File: src/rtl/dual_cam_rd_sched.sv
// dual_cam_rd_sched: shares the LCD pixel stream between two camera line FIFOs (left half / right half)
// Ports: lcd_clk/sys_rst_n clock and async active-low reset; enable, data_req, pixel_xpos/ypos, rd_h/v_pixel request side;
// fifoN_rdy/empty/dout FIFO status and data in, fifoN_rd_en read strobes out; rd_data pixel out; active, frame_start, ufN_cnt status.
module dual_cam_rd_sched #(
  parameter logic [23:0] BLACK = 24'h000000,
  parameter int CNT_W = 16
) (
  input  logic             lcd_clk,
  input  logic             sys_rst_n,
  input  logic             enable,
  input  logic             data_req,
  input  logic [10:0]      pixel_xpos,
  input  logic [10:0]      pixel_ypos,
  input  logic [12:0]      rd_h_pixel,
  input  logic [12:0]      rd_v_pixel,
  input  logic             fifo0_rdy,
  input  logic             fifo1_rdy,
  input  logic             fifo0_empty,
  input  logic             fifo1_empty,
  input  logic [23:0]      fifo0_dout,
  input  logic [23:0]      fifo1_dout,
  output logic             fifo0_rd_en,
  output logic             fifo1_rd_en,
  output logic [23:0]      rd_data,
  output logic             active,
  output logic             frame_start,
  output logic [CNT_W-1:0] uf0_cnt,
  output logic [CNT_W-1:0] uf1_cnt
);
  typedef enum logic [1:0] {IDLE, FILL, ACTIVE} state_t;
  state_t state_q, state_d;
  logic resync_q, resync_d, hit_q, hit_d, sel_q, sel_d, fs_q;
  logic [CNT_W-1:0] uf0_q, uf0_d, uf1_q, uf1_d;
  logic [12:0] half, xpos;
  logic fs, in_frame, sel, leave, serve, uf0, uf1;
  assign half = {1'b0, rd_h_pixel[12:1]};
  assign xpos = {2'b00, pixel_xpos};
  assign in_frame = ({2'b00, pixel_ypos} < rd_v_pixel) && (xpos < rd_h_pixel);
  assign sel = xpos >= half;
  assign fs = data_req && pixel_xpos == '0 && pixel_ypos == '0;
  // An FS that ends the ACTIVE period is not served, so the new frame starts cleanly in FILL/IDLE
  assign leave = fs && (resync_q || !enable);
  assign serve = state_q == ACTIVE && data_req && in_frame && !leave;
  assign fifo0_rd_en = serve && !sel && !fifo0_empty;
  assign fifo1_rd_en = serve && sel && !fifo1_empty;
  assign uf0 = serve && !sel && fifo0_empty;
  assign uf1 = serve && sel && fifo1_empty;
  always_comb begin
    state_d = state_q;
    if (state_q == IDLE) state_d = enable ? FILL : IDLE;
    else if (fs && !enable) state_d = IDLE;
    else if (state_q == FILL && fs && fifo0_rdy && fifo1_rdy) state_d = ACTIVE;
    else if (state_q == ACTIVE && leave) state_d = FILL;
  end
  assign resync_d = (state_q == ACTIVE && leave) ? 1'b0 : (resync_q || uf0 || uf1);
  assign uf0_d = (uf0 && ~&uf0_q) ? uf0_q + CNT_W'(1) : uf0_q;
  assign uf1_d = (uf1 && ~&uf1_q) ? uf1_q + CNT_W'(1) : uf1_q;
  assign hit_d = fifo0_rd_en || fifo1_rd_en;
  assign sel_d = sel;
  always_ff @(posedge lcd_clk or negedge sys_rst_n) begin
    if (!sys_rst_n) begin
      state_q  <= IDLE;
      resync_q <= 1'b0;
      hit_q    <= 1'b0;
      sel_q    <= 1'b0;
      fs_q     <= 1'b0;
      uf0_q    <= '0;
      uf1_q    <= '0;
    end else begin
      state_q  <= state_d;
      resync_q <= resync_d;
      hit_q    <= hit_d;
      sel_q    <= sel_d;
      fs_q     <= fs;
      uf0_q    <= uf0_d;
      uf1_q    <= uf1_d;
    end
  end
  // FIFO data is already one cycle behind its read strobe, so the mux alone gives 1-cycle latency
  assign rd_data = hit_q ? (sel_q ? fifo1_dout : fifo0_dout) : BLACK;
  assign active = state_q == ACTIVE;
  assign frame_start = fs_q;
  assign uf0_cnt = uf0_q;
  assign uf1_cnt = uf1_q;
endmodule

File: config.mk
export PLATFORM = sky130hd
export DESIGN_NAME = dual_cam_rd_sched
export DESIGN_NICKNAME = d
export VERILOG_FILES = /design/src/rtl/dual_cam_rd_sched.sv
export SDC_FILE = /design/constraint.sdc
export NUM_CORES = 1
export LEC_CHECK = 0
export BUFFER_PORTS_ARGS = -buffer_cell sky130_fd_sc_hd__buf_2
export CELL_PAD_IN_SITES_DETAIL_PLACEMENT = 1
export CELL_PAD_IN_SITES_GLOBAL_PLACEMENT = 2
export CORE_MARGIN = 4
export CORE_UTILIZATION = 27
export DETAILED_ROUTE_END_ITERATION = 6
export GPL_TIMING_DRIVEN = 0
export PLACE_DENSITY = 0.91
export RECOVER_POWER = 100
export SLEW_MARGIN = 30
export SYNTH_ARGS = -nofsm -noshare
export SYNTH_HDL_FRONTEND = slang
export SYNTH_SLANG_ARGS = --single-unit
File: constraint.sdc
create_clock -name lcd_clk -period 3.5 [get_ports lcd_clk]
set_clock_uncertainty 0.15 [all_clocks]
set_input_delay 0.525 -clock lcd_clk [delete_from_list [all_inputs] [get_ports lcd_clk]]
set_output_delay 0.525 -clock lcd_clk [all_outputs]
set_load 0.01 [all_outputs]
=== Word-level counts from Yosys, hierarchy flattened ===
Index checks and enable logic that the tools add are counted.

* Bits in latches: 0
* Memories: 0
* Input bits: 104
* Flip-flop bits (word level): 38
* Bits in read-only memories: 0
* RAM bits: 0

* Reduce and logical (&&, ||, !) cells: 37
* Order comparisons: 3
* Mux-type cells: 8
* $add $sub $neg: 2
* Multipliers: 0
* Equality and inequality tests: 2
* Shift-type cells: 0
* Div/mod/pow operators: 0
* Bitwise gates (word level): 0

{| class="wikitable"
|+ Operators by type and width
! cell !! number
|-
| 2-to-1 mux 24 bit || 2
|-
| adder 16 x 1 -> 16 bit, second input constant || 2
|-
| AND reduction 16 bit || 2
|-
| less-than comparator 11 x 13 -> 1 bit || 2
|-
| logical NOT 11 bit || 2
|-
| logical AND 1 bit || 20
|-
| greater-or-equal comparator 11 x 12 -> 1 bit || 1
|-
| 2-to-1 mux 2 bit || 4
|-
| logical NOT 1 bit || 7
|-
| logical OR 1 bit || 4
|-
| nonzero test 4 bit || 1
|-
| equality test 2 x 1 -> 1 bit, second input constant || 1
|-
| equality test 2 bit, second input constant || 1
|-
| logical NOT 2 bit || 1
|-
| 2-to-1 mux 1 bit || 2
|}

=== Logic depth before layout (Yosys ltp) ===
Gate-level depths: netlist of run 1.

* Depth after elaboration: 11
* Gate-level depth with buffers: 10

=== Least setup slack after synthesis of run 1 ===
No wires, ideal clock.

* Kind: input port to output port
* From: input port rd_v_pixel[3]
* To: output port fifo0_rd_en
* Path slack: 669 ps
* Required time: 2825 ps
* Data arrival time: 2156 ps
* Stages on the path: 8
* Path through: inv_1 ha_1 or4_1 a21oi_1 or4_1 nand4b_1 or3_1 nor2_1

* Word-level cells in the longest chain between the ends: 6

{| class="wikitable"
|+ Ends and longest elaborated chain
! what !! line !! RTL
|-
| start, declared || 15 || <nowiki>input logic [12:0] rd_v_pixel,</nowiki>
|-
| less-than comparator 11 x 13 -> 1 bit || 38 || <nowiki>assign in_frame = ({2'b00, pixel_ypos} < rd_v_pixel) && (xpos < rd_h_pixel);</nowiki>
|-
| logical AND 1 bit || 38 ||
|-
| logical AND 1 bit (2 in series) || 43 || <nowiki>assign serve = state_q == ACTIVE && data_req && in_frame && !leave;</nowiki>
|-
| logical AND 1 bit (2 in series) || 44 || <nowiki>assign fifo0_rd_en = serve && !sel && !fifo0_empty;</nowiki>
|-
| end, declared || 22 || <nowiki>output logic fifo0_rd_en,</nowiki>
|}

Every way passes these cells.

=== Worst setup path in the final report of run 1 ===
* From: input port pixel_xpos[8]
* To: output port fifo0_rd_en

* Word-level cells in the longest chain between the ends: 8
* Elaborated cells on any way between the ends: 13
* Classes of those cells: 2 x order compare; 11 x reduce/logical

{| class="wikitable"
|+ Ends and longest elaborated chain
! what !! line !! RTL
|-
| start, declared || 12 || <nowiki>input logic [10:0] pixel_xpos,</nowiki>
|-
| parallel branches: the longest is 6 deep, another holds less-than comparator 11 x 13 -> 1 bit || -- ||
|-
| logical AND 1 bit * (2 in series) || 44 ||
|}

Every way passes the cells marked *.

==> run_results.csv, run 1 <==
group,metric,value,unit
cells_and_area,nets,642,
synthesis,netlist_instances,335,
route,vias,3198,
synthesis,async_flop_share,100,%
cts,cts_hold_buf,0,
synthesis,syn_nets,472,
cts,cts_sinks,38,
pwr,leakagePower,1.98,nW
synthesis,synth_top_family_by_area,"simple AND/OR/NAND/NOR gates",
floorplan,core_area,0.0111,mm^2
cts,cts_buffers,5,
cells_and_area,stdcell_area,0.00416,mm^2
pwr,finalPower,1.11,mW
global_route,overflow,0,
synthesis,syn_avg_cell_area,9.30,um^2
route,first_pass_iters,4,
timing,timing.final.crit_share,91.4,%
worst_setup_path,path_max_fanout,3,
global_route,grt_util_all_layers,15.3,%
synthesis,ys_types,52,
worst_setup_path,crit_chain,"clkbuf_1, ha_1, a21oi_1, o21ai_0, a211oi_4, nand4b_1, or3_1, nor2_1, clkbuf_1",
timing,slew_viol_final,39,
pwr,netSwitchingFraction,25.4,%
cts,ctsLongestPathBuffers,2,
route,drc,0,
timing,finalHoldViolCount,0,
synthesis,synth_commonest_cells,"dfrtp_1, ha_1, inv_1, nor2b_1",
cts,cts-root-buf,"clkbuf_16",
timing,setup_viol,0,
timing,fin_crit,3.20,ns
synthesis,synth_compound_area_share,8.64,%
synthesis,synth-adder-area-share,13.3,%
worst_setup_path,critPathKind,"input pin to primary output",
cts,clkTransAtPathRegs,0.06,ns
cells_and_area,drive_gt1_share,24.5,%
synthesis,synthMostInstantiatedCell,"dfrtp_1",
route,wl,10300,um
worst_setup_path,cpMostUsedCell,"clkbuf_1",
pwr,peakVddDrop,0.136,mV
placed_design,place.gp.congestion,0.796,
pwr,p_clk_share,40.8,%
floorplan,pin_count,164,
timing,finalSetupTns,0,ns
floorplan,placement_rows,38,
cts,clk_latency,0.28,ns
worst_setup_path,cp_top_family,"simple AND/OR/NAND/NOR gates",
synthesis,synth-seq-area-share,30.5,%
floorplan,initial_core_util,28.1,%
route,drt_iter0_drc,61,
pwr,p_int,0.825,mW
cts,postCtsSetupRepairBufs,0,
global_route,antenna_found_initial,0,
timing,rsz0062_at_grt,"no",
timing,worst_slew_pin_slew,2.10,ns
timing,max_freq,313,MHz
cells_and_area,diodes,0,
pwr,power.switching,0.281,mW
route,ant_nets,0,
floorplan,dieArea,0.0133,mm^2
synthesis,synth_enable_flop_cells,0,
worst_setup_path,worstPathRequired,2.82,ns
floorplan,die_height,115,um
global_route,grt_pass1_vias,3498,
pwr,combPwrFrac,19.1,%
cells_and_area,fillerInstances,1364,
worst_setup_path,end_kind,"primary output",
synthesis,synth-xor-area-share,8.12,%
job,max_cap_viol_count,1,
cts,htreeDepth,2,
synthesis,yosysTopAreaCell,"dfrtp_1",
pwr,power_frac_seq,40.1,%
global_route,grt_max_degree,39,
cts,post_cts_resized,0,
synthesis,yosys.area_share.simple,25.7,%
floorplan,die_x,115,um
synthesis,yosys_warnings,0,
placed_design,placed_area,0.00411,mm^2
synthesis,synthFlopType,"dfrtp_1",
synthesis,yosys.area.top_type_share,30.5,%
worst_setup_path,startpoint_type,"input pin",
worst_setup_path,path_buf_inv,2,
synthesis,ys_ff_latch,38,
pwr,p_per_area,266,mW/mm^2
synthesis,synthTopCellsByArea,"dfrtp_1, ha_1, mux2i_1",
synthesis,synth_mux_area_share,9.16,%
synthesis,syn_area,0.00311,mm^2
worst_hold_path,hold_class,"register to register",
worst_setup_path,cpPeakStageDelay,0.40,ns
route,viasPerCell,4.95,
outcome,status,"finished, violations left",
worst_setup_path,slowest_stage,"or3_1",
placed_design,io_buffer_count,163,
worst_setup_path,worst_ep_arrival_time,2.52,ns
placed_design,hpwl,8850,um
timing,hold-worst-slack,0.340,ns
global_route,grt_pass1_wl,16600,um
route,wl_per_cell,16.0,um
cts,cts_tree,"done",
timing,slew_headroom,-39.9,%
cells_and_area,synthToLayoutAreaGrowth,33.4,%
outcome,violations,"capacitance limit, slew limit",
## state kept, by name (all words and copies together), names as in the netlist
signal / cells
frame_start: 1
resync_q: 1
hit_q: 1
uf0_cnt: 16
state_q: 2
uf1_cnt: 16
sel_q: 1
## metrics by stage
stage	instances	worst slack, ns	util, %
finish	646	0.302	37.5
CTS	646	0.271	38.4
global placement	638	0.319	37.1
detailed placement	638	0.273	37.1
global route	646	0.138	37.5
floorplan	335	0.669	-
## cell type report
type / count / area [um^2] / share of cell area, %
buffer: 9 / 37.5 / 0.903
clock buffer: 7 / 143 / 3.43
clock inverter: 1 / 5.00 / 0.120
inverter: 28 / 105 / 2.53
multi-input combinational: 260 / 2000 / 48.1
sequential: 38 / 951 / 22.9
tap: 140 / 175 / 4.22
timing repair buffer: 163 / 739 / 17.8
## routing by layer
| layer | vias to the layer above | global-route usage [%] | part of all wire, % |
|---|---|---|---|
| met4 | 0 | 3.76 | 1.0 |
| met5 | - | 0 | 0 |
| li1 | 1548 | - | - |
| met1 | 1507 | 17.8 | 42 |
| met2 | 135 | 28.3 | 48 |
| met3 | 8 | 3.58 | 9.8 |
## path summary, 6_finish.rpt
path,end,slack [ns],depth (start not counted),start
min,uf0_cnt[9],0.34,1,uf0_cnt[9]
min reg2reg,uf0_cnt[9],0.34,1,uf0_cnt[9]
max reg2reg,uf0_cnt[4],0.67,8,state_q[0]
max,fifo0_rd_en,0.30,9,pixel_xpos[8]
min in group asynchronous,frame_start,0.69,1,sys_rst_n
max in group asynchronous,uf1_cnt[2],1.29,1,sys_rst_n
## cell usage in the layout, fill, tap and decap left out, types with 5 or more instances in the layout
| master | n |
|---|---|
| xnor2_1 | 24 |
| a21oi_1 | 15 |
| dfrtp_1 | 38 |
| nand2_1 | 18 |
| mux2i_1 | 24 |
| buf_2 | 102 |
| clkbuf_16 | 5 |
| clkbuf_1 | 70 |
| nand4_1 | 20 |
| ha_1 | 33 |
| o21ai_0 | 7 |
| nor2_1 | 11 |
| nor2b_1 | 27 |
| nand3_1 | 17 |
| inv_1 | 28 |
| and3_1 | 10 |
| nor4_1 | 8 |
## power groups by stage
| stage | sequential, mW | combinational (mW) | clock (mW) |
|---|---|---|---|
| 2_1_floorplan | 0.451 | 0.109 | 0 |
| 3_3_place_gp | 0.451 | 0.205 | 0 |
| 3_5_place_dp | 0.452 | 0.217 | 0 |
| 4_1_cts | 0.444 | 0.218 | 0.468 |
| 5_1_grt | 0.443 | 0.243 | 0.487 |
| 6_report | 0.443 | 0.211 | 0.452 |
## kinds of logic after synthesis
family / after synthesis
AND/OR/NAND/NOR: 132
AO/OA/AOI/OAI: 39
flip-flops: 38
buffers and inverters: 37
adder cells (fa/ha/maj): 33
XOR/XNOR: 28
multiplexers: 28
Power figures use the tool's default switching activity.
==> run 2: changes to the inputs <==
- BUFFER_PORTS_ARGS: -buffer_cell sky130_fd_sc_hd__buf_2 -> not set
- CORE_UTILIZATION: 27 -> 38
- DONT_BUFFER_PORTS: not set -> 1
- PLACE_DENSITY: 0.91 -> 0.92
- REMOVE_ABC_BUFFERS: not set -> 1
==> run_results.csv, run 2 (synthesis gave the netlist of run 1 again) <==
group,metric,value,unit
cts,cts_buffers,5,
floorplan,die_x,98.5,um
pwr,power_frac_seq,50.7,%
cts,cts-root-buf,"clkbuf_8",
placed_design,placedCellCount,428,
cts,htreeDepth,2,
worst_setup_path,path_max_fanout,6,
pwr,p_clk_share,34.5,%
global_route,grt_pass1_wl,13800,um
worst_setup_path,slowest_stage,"or3_1",
floorplan,initial_core_util,39.7,%
floorplan,placement_rows,32,
pwr,p_per_area,269,mW/mm^2
cts,postCtsSetupRepairBufs,0,
worst_setup_path,rr_startpoint,"state_q[0]",
pwr,leakagePower,1.48,nW
route,wl,8470,um
route,wl_per_cell,19.3,um
timing,setup_viol,0,
timing,worst_slew_pin_slew,1.15,ns
timing,slew_viol_final,0,
cts,cts_tree,"done",
worst_setup_path,end_kind,"primary output",
cts,clkTransAtPathRegs,0.07,ns
route,first_pass_iters,4,
placed_design,io_buffer_count,0,
cells_and_area,mostFrequentLayoutCells,"dfrtp_1, ha_1, inv_1",
route,drc,0,
timing,rsz0062_at_grt,"no",
timing,slew_headroom,23.1,%
global_route,grt_pass1_vias,2798,
route,viasPerCell,5.86,
worst_setup_path,startpoint,"rd_h_pixel[3]",
cells_and_area,drive_gt1_share,6.85,%
floorplan,die_height,98.5,um
cells_and_area,diodes,0,
worst_setup_path,cp_top_family,"compound AO/OA/AOI/OAI gates",
timing,timing.final.crit_share,86.8,%
worst_setup_path,path_depth,8,
placed_design,hpwl,7080,um
global_route,grt_max_degree,39,
global_route,overflow,0,
pwr,combPwrFrac,14.8,%
route,ant_nets,0,
cells_and_area,regArea,951,um^2
timing,finalHoldViolCount,0,
worst_hold_path,hold_start,"fifo1_empty",
timing,finalSetupTns,0,ns
worst_setup_path,rr_worst_depth,6,
pwr,netSwitchingFraction,25.7,%
cts,ctsLongestPathBuffers,2,
floorplan,core_area,0.00785,mm^2
worst_setup_path,cpPeakStageDelay,0.45,ns
floorplan,dieArea,0.00971,mm^2
placed_design,place.gp.congestion,0.770,
worst_setup_path,path_buf_inv,1,
cells_and_area,multi_input_area,0.00201,mm^2
worst_setup_path,worst_ep_arrival_time,2.36,ns
pwr,power.switching,0.230,mW
cells_and_area,nets,472,
global_route,antenna_found_initial,0,
global_route,grt_util_all_layers,17.1,%
outcome,status,"completed",
route,vias,2567,
worst_setup_path,critPathKind,"input pin to primary output",
cells_and_area,synthToLayoutAreaGrowth,6.59,%
route,drt_iter0_drc,54,
worst_setup_path,worstPathRequired,2.82,ns
cells_and_area,stdcell_count,438,
cells_and_area,final_common_cell,"dfrtp_1",
cells_and_area,fillerInstances,933,
pwr,p_int,0.665,mW
timing,fin_crit,3.04,ns
job,max_cap_viol_count,0,
worst_setup_path,startpoint_type,"input pin",
worst_setup_path,crit_chain,"inv_1, ha_1, a21oi_1, o21ai_0, a41oi_1, o31ai_4, or3_1, nor2_1",
floorplan,pin_count,164,
worst_hold_path,hold_class,"input pin to register",
cts,clk_latency,0.28,ns
cts,cts_sinks,38,
timing,max_freq,329,MHz
pwr,peakVddDrop,0.115,mV
worst_hold_path,whs_path_depth,1,
run 2: cell types whose count changed in the layout (fill, tap and decap cells not counted), moves of 5 or more:
cell and delta:
clkbuf_16 -5, clkbuf_1 -69, buf_2 -102, clkbuf_8 +5
run 2: worst paths after layout:
path / to / slack (ns)
worst max-delay path: fifo0_rd_en / 0.46
worst min-delay path: hit_q / 0.21
worst max register to register: uf0_cnt[1] / 0.70
worst min register to register: uf0_cnt[9] / 0.40
max in group asynchronous: uf0_cnt[4] / 2.43
min in group asynchronous: uf1_cnt[10] / 0.58
run 2: repair_timing:
item / in CTS / in global routing
hold buffers: 2 / 0
resized for setup: 0 / 0
endpoints found under the hold margin: 38 / 0
run 2: area by class of cell:
| cell class | instances | area share [%] |
|---|---|---|
| well taps | 102 | 3.84 |
| inverters | 28 | 3.17 |
| repair buffers | 2 | 0.905 |
| clock buffers | 7 | 2.60 |
| multi-input cells | 260 | 60.7 |
| clock inverters | 1 | 0.151 |
| flip-flops and latches | 38 | 28.6 |
run 2: worst reg2reg max path: cells and delay by family, from the launching register on:
| family | cells | cell delay (ns) |
|---|---|---|
| AO/OA/AOI/OAI | 2 | 0.54 |
| multiplexers | 1 | 0.41 |
| AND/OR/NAND/NOR | 3 | 1.14 |
| flip-flops | 1 | 0.45 |
run 2: power groups by stage:
| stage | clock (mW) | sequential, mW | combinational [mW] |
|---|---|---|---|
| after CTS | 0.320 | 0.454 | 0.135 |
| after detailed placement | 0 | 0.463 | 0.122 |
| after global placement | 0 | 0.462 | 0.113 |
| after floorplan | 0 | 0.460 | 0.0975 |
| final | 0.309 | 0.454 | 0.132 |
| after global routing | 0.338 | 0.454 | 0.154 |
run 2: per-layer routing:
metal	up-vias	share of wire [%]	track usage (%)
met1	1226	36	17.3
met3	6	11	6.65
li1	1207	-	-
met4	0	0.80	3.89
met5	-	0	0
met2	128	52	32.7
run 2: stage by stage:
step	area, um^2	setup slack, ns	hold WS [ns]	power (mW)	util [%]
6_report	3320	0.462	0.208	0.894	42.3
5_1_grt	3320	0.313	0.196	0.946	42.3
4_1_cts	3330	0.427	0.192	0.910	42.4
3_5_place_dp	3200	0.328	0.0801	0.585	40.8
3_3_place_gp	3200	0.394	0.0803	0.575	40.8
2_1_floorplan	3080	0.669	0.0794	0.558	-
